**src/rtl/bpf_regfile_pkg.sv**
```systemverilog
// Shared constants and read-port request/response types for the BPF operand register file.
// The default build is read-first. Define BPF_REGFILE_BYPASS_EN to get write-first forwarding instead.
package bpf_regfile_pkg;

    localparam int DEF_WIDTH = 8;
    localparam int DEF_NREGS = 4;
    localparam int MAX_WIDTH = 64;
    localparam int MAX_AW    = 5;

    function automatic int calc_aw(input int nregs);
        return (nregs > 1) ? $clog2(nregs) : 1;
    endfunction

    // Fields are sized for the largest legal configuration; narrower builds zero-pad.
    typedef struct packed {
        logic              re;
        logic [MAX_AW-1:0] raddr;
    } rd_req_t;

    typedef struct packed {
        logic                 rvalid;
        logic                 rerr;
        logic [MAX_WIDTH-1:0] rdata;
    } rd_rsp_t;

endpackage

```
**src/rtl/bpf_regfile_rdport.sv**
```systemverilog
// One registered read port: index decode mux, range check, optional write forwarding, output register.
// The forwarding inputs exist only when BPF_REGFILE_BYPASS_EN is defined.
module bpf_regfile_rdport
    import bpf_regfile_pkg::*;
#(
    parameter int WIDTH = DEF_WIDTH,
    parameter int NREGS = DEF_NREGS
) (
    input  logic              clk,
    input  logic              rst,
    input  logic [WIDTH-1:0]  regs [NREGS],
`ifdef BPF_REGFILE_BYPASS_EN
    input  logic              wr_fwd,
    input  logic [MAX_AW-1:0] waddr,
    input  logic [WIDTH-1:0]  wdata,
`endif
    input  rd_req_t           req,
    output rd_rsp_t           rsp
);

    localparam logic [MAX_AW:0] NREGS_X = (MAX_AW + 1)'(NREGS);

    logic             in_range;
    logic [WIDTH-1:0] sel;
    logic [WIDTH-1:0] rdata_q;
    logic             rvalid_q;
    logic             rerr_q;

    assign in_range = {1'b0, req.raddr} < NREGS_X;

    // An out-of-range index matches no entry, so sel falls through to zero.
    always_comb begin
        sel = '0;
        for (int i = 0; i < NREGS; i++) begin
            if (req.raddr == MAX_AW'(i)) begin
                sel = regs[i];
            end
        end
`ifdef BPF_REGFILE_BYPASS_EN
        if (wr_fwd && (req.raddr == waddr)) begin
            sel = wdata;
        end
`endif
    end

    always_ff @(posedge clk or posedge rst) begin
        if (rst) begin
            rdata_q  <= '0;
            rvalid_q <= 1'b0;
            rerr_q   <= 1'b0;
        end else begin
            rvalid_q <= req.re;
            rerr_q   <= req.re && !in_range;
            if (req.re) begin
                rdata_q <= sel;
            end
        end
    end

    assign rsp = '{rvalid: rvalid_q, rerr: rerr_q, rdata: MAX_WIDTH'(rdata_q)};

endmodule

```
**src/rtl/bpf_regfile.sv**
```systemverilog
// BPF operand register file: one write port and two registered read ports with 1-cycle latency.
// Define BPF_REGFILE_BYPASS_EN to forward same-cycle write data to a matching read.
module bpf_regfile
    import bpf_regfile_pkg::*;
#(
    parameter int  WIDTH = DEF_WIDTH,
    parameter int  NREGS = DEF_NREGS,
    localparam int AW    = calc_aw(NREGS)
) (
    input  logic             clk,
    input  logic             rst,
    input  logic             clr,
    input  logic             we,
    input  logic [AW-1:0]    waddr,
    input  logic [WIDTH-1:0] wdata,
    input  logic             re0,
    input  logic [AW-1:0]    raddr0,
    output logic [WIDTH-1:0] rdata0,
    output logic             rvalid0,
    output logic             rerr0,
    input  logic             re1,
    input  logic [AW-1:0]    raddr1,
    output logic [WIDTH-1:0] rdata1,
    output logic             rvalid1,
    output logic             rerr1
);

    localparam logic [AW:0] NREGS_X = (AW + 1)'(NREGS);

    logic [WIDTH-1:0] regs [NREGS];
    logic             wr_ok;
    rd_req_t          req0;
    rd_req_t          req1;
    rd_rsp_t          rsp0;
    rd_rsp_t          rsp1;
    logic             unused_rsp_hi;

    assign wr_ok = we && ({1'b0, waddr} < NREGS_X);

    // clr wins over a same-cycle write; out-of-range writes never match an entry.
    always_ff @(posedge clk or posedge rst) begin
        if (rst) begin
            for (int i = 0; i < NREGS; i++) begin
                regs[i] <= '0;
            end
        end else if (clr) begin
            for (int i = 0; i < NREGS; i++) begin
                regs[i] <= '0;
            end
        end else begin
            for (int i = 0; i < NREGS; i++) begin
                if (wr_ok && (waddr == AW'(i))) begin
                    regs[i] <= wdata;
                end
            end
        end
    end

    assign req0 = '{re: re0, raddr: MAX_AW'(raddr0)};
    assign req1 = '{re: re1, raddr: MAX_AW'(raddr1)};

`ifdef BPF_REGFILE_BYPASS_EN
    logic wr_fwd;
    assign wr_fwd = wr_ok && !clr;
`endif

    bpf_regfile_rdport #(
        .WIDTH (WIDTH),
        .NREGS (NREGS)
    ) u_rd0 (
        .clk    (clk),
        .rst    (rst),
        .regs   (regs),
`ifdef BPF_REGFILE_BYPASS_EN
        .wr_fwd (wr_fwd),
        .waddr  (MAX_AW'(waddr)),
        .wdata  (wdata),
`endif
        .req    (req0),
        .rsp    (rsp0)
    );

    bpf_regfile_rdport #(
        .WIDTH (WIDTH),
        .NREGS (NREGS)
    ) u_rd1 (
        .clk    (clk),
        .rst    (rst),
        .regs   (regs),
`ifdef BPF_REGFILE_BYPASS_EN
        .wr_fwd (wr_fwd),
        .waddr  (MAX_AW'(waddr)),
        .wdata  (wdata),
`endif
        .req    (req1),
        .rsp    (rsp1)
    );

    assign rdata0  = rsp0.rdata[WIDTH-1:0];
    assign rvalid0 = rsp0.rvalid;
    assign rerr0   = rsp0.rerr;
    assign rdata1  = rsp1.rdata[WIDTH-1:0];
    assign rvalid1 = rsp1.rvalid;
    assign rerr1   = rsp1.rerr;

    // Upper response bits are zero padding from the shared response type.
    assign unused_rsp_hi = ^{rsp0.rdata, rsp1.rdata};

endmodule

```
**config.mk**
```make
export PLATFORM = sky130hd
export DESIGN_NAME = bpf_regfile
export DESIGN_NICKNAME = d
export VERILOG_FILES = /design/src/rtl/bpf_regfile_pkg.sv /design/src/rtl/bpf_regfile_rdport.sv /design/src/rtl/bpf_regfile.sv
export SDC_FILE = /design/constraint.sdc
export NUM_CORES = 1
export LEC_CHECK = 0
export CORE_UTILIZATION = 28
export CTS_CLUSTER_SIZE = 30
export DETAILED_ROUTE_END_ITERATION = 8
export GPL_ROUTABILITY_DRIVEN = 1
export PLACE_DENSITY = 0.53
export SYNTH_ARGS = -nofsm -noshare
export SYNTH_HDL_FRONTEND = slang
export SYNTH_HIERARCHICAL = 1
export SYNTH_SLANG_ARGS = --single-unit
```
**constraint.sdc**
```tcl
create_clock -name clk -period 1.4 [get_ports clk]
set_input_delay 0.14 -clock clk [delete_from_list [all_inputs] [get_ports clk]]
set_output_delay 0.14 -clock clk [all_outputs]
set_load 0.02 [all_outputs]
```
==> key figures, run 1 <==
Run status
  • Status: complete, no violations

Place
  • Inst Count DP: 408
  • Routability cong.: 0.743
  • Dpl hpwl: 4780 um
  • PortBufs: 39
  • Area after DPL: 3460 um^2

CTS
  • Clock-pin transition on the worst setup and hold timing paths: 90 ps
  • CTS Buf Count: 5
  • Longest Clk Path Bufs: 2
  • Clock sinks: 52
  • Clock Latency Late Sink: 310 ps
  • Htree depth: 2
  • CTS tree: yes
  • CTS Hold Buffers Added: 0
  • Setup Fix Bufs, Post-CTS: 0
  • Root Buffer: clkbuf_8

Critical path
  • FF-to-FF setup slack: 170 ps
  • R2r endpoint: u_rd1/rdata_q[6]
  • Crit path arrival time: 1440 ps
  • CP startpoint kind: input pin
  • Crit path cell chain: clkdlybuf4s50_1 -> buf_12 -> mux4_2 -> nand2_1 -> o21ai_0
  • Kind of critical path: in2reg
  • Crit-path slowest cell: clkdlybuf4s50_1
  • FF-to-FF Start: regs[6]
  • FF-to-FF path depth: 3
  • Critical path endpoint category: flop
  • Worst-path maximum fanout: 5
  • Largest stage delay on the critical path: 510 ps
  • Required @ worst endpoint: 1580 ps

Floorplan
  • Die Area: 10000 um^2
  • Die Wd: 100 um
  • Site Rows: 35
  • Die H: 100 um
  • CORE AREA: 9280 um^2
  • Starting Density: 29.0%
  • Ports: 40

Detailed routing
  • Drt wl/cell: 14.9 um
  • 1st-iter DRT viols: 39
  • Drt pass-1 iters: 4
  • Vias: 1837
  • Post-route ant nets: 0
  • DRC viols: 0
  • Vias per cell: 4.42
  • Final wirelength: 6210 um

STA
  • Setup violators final: 0
  • Skew final: 14.3 ps
  • Hold WS: 181 ps
  • Final Cycle Share: 90.1%
  • Final hold violation count: 0
  • Post-layout min period: 1260 ps
  • Fin. max-slew vios: 0
  • Achievable Freq: 793 MHz
  • RSZ-0062 raised after global routing: false
  • Fin Setup TNS: 0 ps

Layout
  • Synthesis-to-finish area growth: 32.6%
  • Non-filler cells in the finished layout: 416
  • Diodes inserted: 0
  • Layout net count: 306
  • Final Util: 38.4%
  • Area of the multi-input gates: 1280 um^2
  • Register area: 1300 um^2
  • Layout cell share with drive strength beyond 1: 17.4%
  • Fin area: 3570 um^2
  • Fill cells: 947

Logic synthesis
  • Mean Syn Cell Area: 12.0 um^2
  • Syn Inst Count: 224
  • Yosys Warn Count: 6
  • Post-Syn Area: 2690 um^2

GRT
  • First-pass GRT wire length: 10300 um
  • Initial antenna violation count: 0
  • Number of global-route vias before repair: 1926
  • GRT Total Usage: 13.6%
  • Largest net degree at the start of global routing: 33
  • Gr ovfl total: 0

Power
  • Pwr/cell area: 865 nW/um^2
  • Worst VDD drop: 0.386 mV
  • LEAKAGE: 0.00176 uW

Job
  • Max-cap viol count: 0

Min path
  • Worst min-delay path class: in2async
==> cell usage in the layout (no fill, tap or decap) <==
| master | count |
|---|---|
| clkdlybuf4s50_1 | 19 |
| bufinv_16 | 1 |
| o221ai_1 | 8 |
| nor4b_4 | 2 |
| and3_2 | 1 |
| nand3b_1 | 2 |
| nor3b_2 | 1 |
| nand2b_1 | 50 |
| buf_12 | 9 |
| nand2_1 | 8 |
| dlymetal6s2s_1 | 5 |
| o21ai_0 | 8 |
| clkbuf_1 | 1 |
| mux2i_1 | 32 |
| mux4_2 | 8 |
| buf_4 | 14 |
| dfrtp_1 | 52 |
| o31a_1 | 2 |
| mux2_2 | 8 |
| dlygate4sd2_1 | 15 |
| conb_1 | 12 |
| clkbuf_8 | 5 |
| nand3_1 | 3 |
| inv_6 | 1 |
| inv_1 | 11 |
| a2bb2oi_1 | 8 |
| or3b_1 | 1 |
==> metal layers <==
| layer | track usage (%) | vias to the layer above | wire, um |
|---|---|---|---|
| li1 | - | 899 | - |
| met1 | 20.4 | 886 | 3250 |
| met2 | 19.8 | 44 | 2640 |
| met3 | 2.72 | 8 | 236 |
| met4 | 4.35 | 0 | 78 |
| met5 | 0 | - | 0 |
==> layout make-up <==
type,instances,area share [%]
Clock buffer,6,2.03
Clock inverter,2,1.09
Inverter,11,1.16
Multi-Input combinational cell,154,36.0
Sequential cell,52,36.5
Tap cell,129,4.52
Timing Repair Buffer,62,18.8
==> per-stage QoR <==
| stage | power, uW | worst slack [ps] |
|---|---|---|
| floorplan | 1850 | 302 |
| global placement | 2060 | -178 |
| detailed placement | 2070 | -192 |
| CTS | 3110 | 7.11 |
| global route | 3230 | 99.3 |
| finish | 3090 | 138 |
==> report_power, final <==
part / internal [uW] / leakage, uW / switching [uW] / total [uW]
clock network: 541 / 0.0000558 / 521 / 1060
logic: 240 / 0.000997 / 197 / 437
registers: 1550 / 0.000709 / 38.0 / 1590
==> timing repair <==
action / 4_1_cts / 5_1_grt
setup endpoints to repair: 15 / 5
hold endpoints to repair: 0 / 0
gates resized for setup: 15 / 5
==> registers in the layout, indices dropped and copies added, names as in the netlist <==
name / flops
regs: 32
u_rd1/rvalid_q: 1
u_rd0/rvalid_q: 1
u_rd1/rerr_q: 1
u_rd0/rerr_q: 1
u_rd1/rdata_q: 8
u_rd0/rdata_q: 8
==> critical path, delay by kind of cell <==
family | cells | cell delay [ps]
buffers and inverters | 2 | 640
AND/OR/NAND/NOR | 1 | 100
AO/OA/AOI/OAI | 1 | 90
multiplexers | 1 | 490
==> worst max path at each step <==
stage,from,cells after the start,slack (ps),end
finish,raddr1[0],5,140,u_rd1/rdata_q[6]
global route,raddr1[0],5,100,u_rd1/rdata_q[6]
CTS,u_rd1/rdata_q[0],1,7,rdata1[0]
detailed placement,raddr1[0],5,-190,u_rd1/rdata_q[6]
global placement,raddr1[1],4,-180,u_rd1/rdata_q[1]
floorplan,raddr0[0],4,300,u_rd0/rdata_q[0]
Power figures use the tool's default switching activity.
==> run 2, diff against run 1 <==
--- a/config.mk
+++ b/config.mk
@@ -6,7 +6,7 @@
 export NUM_CORES = 1
 export LEC_CHECK = 0
 export CORE_UTILIZATION = 28
-export CTS_CLUSTER_SIZE = 30
+export CTS_CLUSTER_SIZE = 12
 export DETAILED_ROUTE_END_ITERATION = 8
 export GPL_ROUTABILITY_DRIVEN = 1
 export PLACE_DENSITY = 0.53
==> results of run 2 <==
Same layout as run 1: the final DEF is identical, and so are final timing and power.
==> RTL edit 1 (config.mk and constraints of run 2) <==
Make the reset (`rst`) synchronous in 2 clocked blocks.
--- a/src/rtl/bpf_regfile_rdport.sv
+++ b/src/rtl/bpf_regfile_rdport.sv
@@ -43,7 +43,7 @@
 `endif
     end
 
-    always_ff @(posedge clk or posedge rst) begin
+    always_ff @(posedge clk) begin
         if (rst) begin
             rdata_q  <= '0;
             rvalid_q <= 1'b0;
--- a/src/rtl/bpf_regfile.sv
+++ b/src/rtl/bpf_regfile.sv
@@ -38,7 +38,7 @@
     assign wr_ok = we && ({1'b0, waddr} < NREGS_X);
 
     // clr wins over a same-cycle write; out-of-range writes never match an entry.
-    always_ff @(posedge clk or posedge rst) begin
+    always_ff @(posedge clk) begin
         if (rst) begin
             for (int i = 0; i < NREGS; i++) begin
                 regs[i] <= '0;
Formal check against the unedited RTL: differs if rst is asserted again (counterexample within 4 cycles, from zero or initial values and one cycle with rst high); with rst held inactive, the same outputs for 10 cycles.
==> RTL edit 1 against run 2 <==
Setup slack lost 0.10 ns; combinational power shrank 27%; highest routed layer unchanged; critical path type unchanged; total power fell by 7.7%; clock skew down 0.0069 ns; sequential cell count stayed put; cell count down 18%; synthesized area is 9.2% lower; design area fell by 11%; routed wire length fell by 12%; first-iteration DRC count increased by 49%.
==> RTL edit 1: results (changes against run 2) <==
placed cell count=333 (was 408); biggest cell delay along the critical path=0.51 ns (about the same); Setup crit start=raddr0[0] (was raddr1[0]); met3 wire length=282 µm (was 236 µm); DP HPWL=3.865 mm (was 4.779 mm); status=finished, final reports clean (unchanged); GRT Overall Usage=13.08% (was 13.64%); Cells after Synth=191 (was 224); Clk pin slew, worst setup/hold paths=0.09 ns (about the same); P_leak=0.001439 µW (was 0.001762 µW); Worst-Skew Late Latency=0.31 ns (about the same); largest net degree at the start of global routing=44 (was 33); Highest Signal Layer=met4 (unchanged); WL per Instance=15.94 µm (was 14.93 µm); crit path DAT=1.57 ns (was 1.44 ns); cts bufs inserted=5 (unchanged); CTS root buffer=clkbuf_8 (unchanged); Antenna Cells=0 (unchanged); clock tree buffer depth=2 (unchanged); grt total ovfl=0 (unchanged); Starting DRT DRC Count=58 (was 39); met1 wire length=2.915 mm (was 3.251 mm); Final Wtd Congestion=0.6782 (was 0.7430); HP Class=flop to flop (was input pin to async pin); initial antenna violation count=0 (unchanged); via density per instance=4.877 (was 4.416); H-tree levels=2 (unchanged); Setup Skew=0.007418 ns (was 0.01427 ns); min-delay src=u_rd1/rdata_q[3]; DRT Pass-1 Iters=4 (unchanged); ratio of cells with drive above 1 in the final layout=31.78% (was 17.42%); highest fanout seen on the critical path=8 (was 5); Least-Margin Pin Slew=roughly 0.66 ns; metal2 WL=2.179 mm (was 2.643 mm); worst slack at placement=-0.3110 ns (was -0.1924 ns); maximum vdd ir drop=0.3495 mV (was 0.3864 mV); worst r2r src=regs[26] (was regs[6]); Filler Cells Inserted=823 (was 947); Slowest cell on crit path=clkdlybuf4s50_1 (unchanged); Layout Nets=255 (was 306); synth warn=6 (unchanged); first-pass GRT wire length=9.004 mm (was 10.34 mm); # port buffers=39 (unchanged); final wirelength=5.435 mm (was 6.209 mm); Largest regs=regs x32, u_rd0/rdata_q x8, u_rd1/rdata_q x8 (unchanged)
-- RTL edit 1: worst max-delay path: cells and delay by family --
family	cells	cell delay, ns
buffers and inverters	2	0.66
AOI/OAI and AO/OA	1	0.27
muxes	1	0.50
-- RTL edit 1: layout make-up --
class	instances	area, µm²	share of cell area [%]
repair buffers	52	586.8	18.42
multi-input cells	124	1315	41.28
clock inverters	3	42.54	1.335
clock buffers	5	68.82	2.160
flip-flops and latches	52	1041	32.68
well taps	105	131.4	4.124
-- RTL edit 1: stage by stage --
step	instance area (µm²)	util [%]
after floorplan	2462	-
after detailed placement	3060	36.69
after global placement	3060	36.69
after global routing	3186	38.19
after CTS	3161	37.89
final	3186	38.19
-- RTL edit 1: report_power, final --
| part | internal [µW] | switching [µW] | leakage (µW) |
|---|---|---|---|
| Combinational | 171 | 146 | 0.000965 |
| Sequential | 1500 | 11.9 | 0.000421 |
| Clock | 529 | 492 | 0.0000541 |
-- RTL edit 1: timing repair --
action                     4_1_cts  5_1_grt
setup endpoints to repair       14       15
setup buffers                    0        0
resized for setup               12       10
-- RTL edit 1: worst paths after layout --
kind              slack [ns]  cells after the start                to
setup / recovery        0.04                      4  u_rd0/rdata_q[7]
hold / removal          0.47                      1  u_rd1/rdata_q[3]
setup reg to reg        0.21                      2  u_rd1/rdata_q[2]
hold reg to reg         0.47                      1  u_rd1/rdata_q[3]
-- RTL edit 1: routing by layer --
metal,up-vias,global-route usage [%]
met2,40,18.93
met1,790,19.05
li1,827,-
met3,6,3.349
met5,-,0
met4,0,3.731
==> RTL edit 2 (settings of run 2) <==
Made on the original files. The option `BPF_REGFILE_BYPASS_EN` is turned on by a define.
--- a/src/rtl/bpf_regfile_rdport.sv
+++ b/src/rtl/bpf_regfile_rdport.sv
@@ -1,5 +1,7 @@
 // One registered read port: index decode mux, range check, optional write forwarding, output register.
 // The forwarding inputs exist only when BPF_REGFILE_BYPASS_EN is defined.
+`define BPF_REGFILE_BYPASS_EN
+
 module bpf_regfile_rdport
     import bpf_regfile_pkg::*;
 #(
Formal check against the unedited RTL: not equivalent (Yosys sat finds a counterexample within 4 cycles, from zero or initial values and one cycle with rst high).
==> RTL edit 2 against run 2 <==
Non-clock buffer count increased by 9; sequential cell count unchanged; design area increased by 11%; combinational power increased by 23%; synthesized area increased by 12%; register-to-register slack got worse by 0.15 ns; routed wire length increased by 23%; setup slack got worse by 0.12 ns; die area increased by 12%; worst hold slack improved by 0.0098 ns; total power increased by 14%; critical endpoint is now u_rd0/rdata_q[1]; highest routed layer unchanged.
==> RTL edit 2: results (changes against run 2) <==
Layout Nets=320 (was 306); Slowest cell on crit path=mux4_1 (was clkdlybuf4s50_1); Clock group=1420 µW (was 1060 µW); maximum vdd ir drop=0.5313 mV (was 0.3864 mV); Internal=2712 µW (was 2329 µW); largest net degree at the start of global routing=40 (was 33); clock buffers=5 (was 6); Starting DRT DRC Count=178 (was 39); fmax=725.9 MHz (was 792.5 MHz); Largest delay share family, worst path=multiplexers (was buffers and inverters); Filler Cells Inserted=1018 (was 947); ratio of cells with drive above 1 in the final layout=19.60% (was 17.42%); buffering overhead=17.97% (was 18.77%); ClkCell Share=3.996% (was 3.122%); first-pass GRT wire length=12.21 mm (was 10.34 mm); Setup crit start=regs[17] (was raddr1[0]); via density per instance=4.666 (was 4.416); end of the critical path=u_rd0/rdata_q[1] (was u_rd1/rdata_q[6]); P_leak=0.002007 µW (was 0.001762 µW); status=finished, final reports clean (unchanged); Worst Reg-to-Reg Cells=2 (was 3); worst slack at placement=-0.5633 ns (was -0.1924 ns); highest fanout seen on the critical path=3 (was 5); Inverters=3 (was 11); Final Wtd Congestion=0.7250 (was 0.7430); crit path DAT=1.58 ns (was 1.44 ns); GRT Overall Usage=14.35% (was 13.64%); multi-input logic cell count=167 (was 154); sw frac=23.19% (was 24.53%); WL per Instance=17.49 µm (was 14.93 µm)
-- RTL edit 2: cell count changes in the layout (fill, tap and decap cells not counted), sizes merged, moves of 9 or more --
cell	run 2	this run
nor2b	0	19
buf	23	32
inv	12	3
nand2b	50	40
a221o	0	16
-- RTL edit 2: repair_timing --
action / in CTS / in global routing
buffers inserted: 6 / 2
hold endpoints to repair: 0 / 0
gates resized for setup: 26 / 14
setup endpoints to repair: 32 / 19
pin swaps: 20 / 5
-- RTL edit 2: metrics by stage --
step                      instances  area [µm²]  setup TNS, ns  utilization (%)
after floorplan                 242        3074              0                -
after global placement          421        3746         -12.92            36.12
after detailed placement        421        3746         -13.26            36.12
after CTS                       435        3960              0            38.19
after global routing            437        3976              0            38.34
final                           437        3976              0            38.34
-- RTL edit 2: routing by layer --
layer | global-route usage (%) | wire length, µm | up-vias
met1 | 21.25 | 3857 | 1037
li1 | - | - | 951
met2 | 22.13 | 3393 | 47
met5 | 0 | 0 | -
met3 | 2.474 | 344 | 4
met4 | 2.381 | 49 | 0
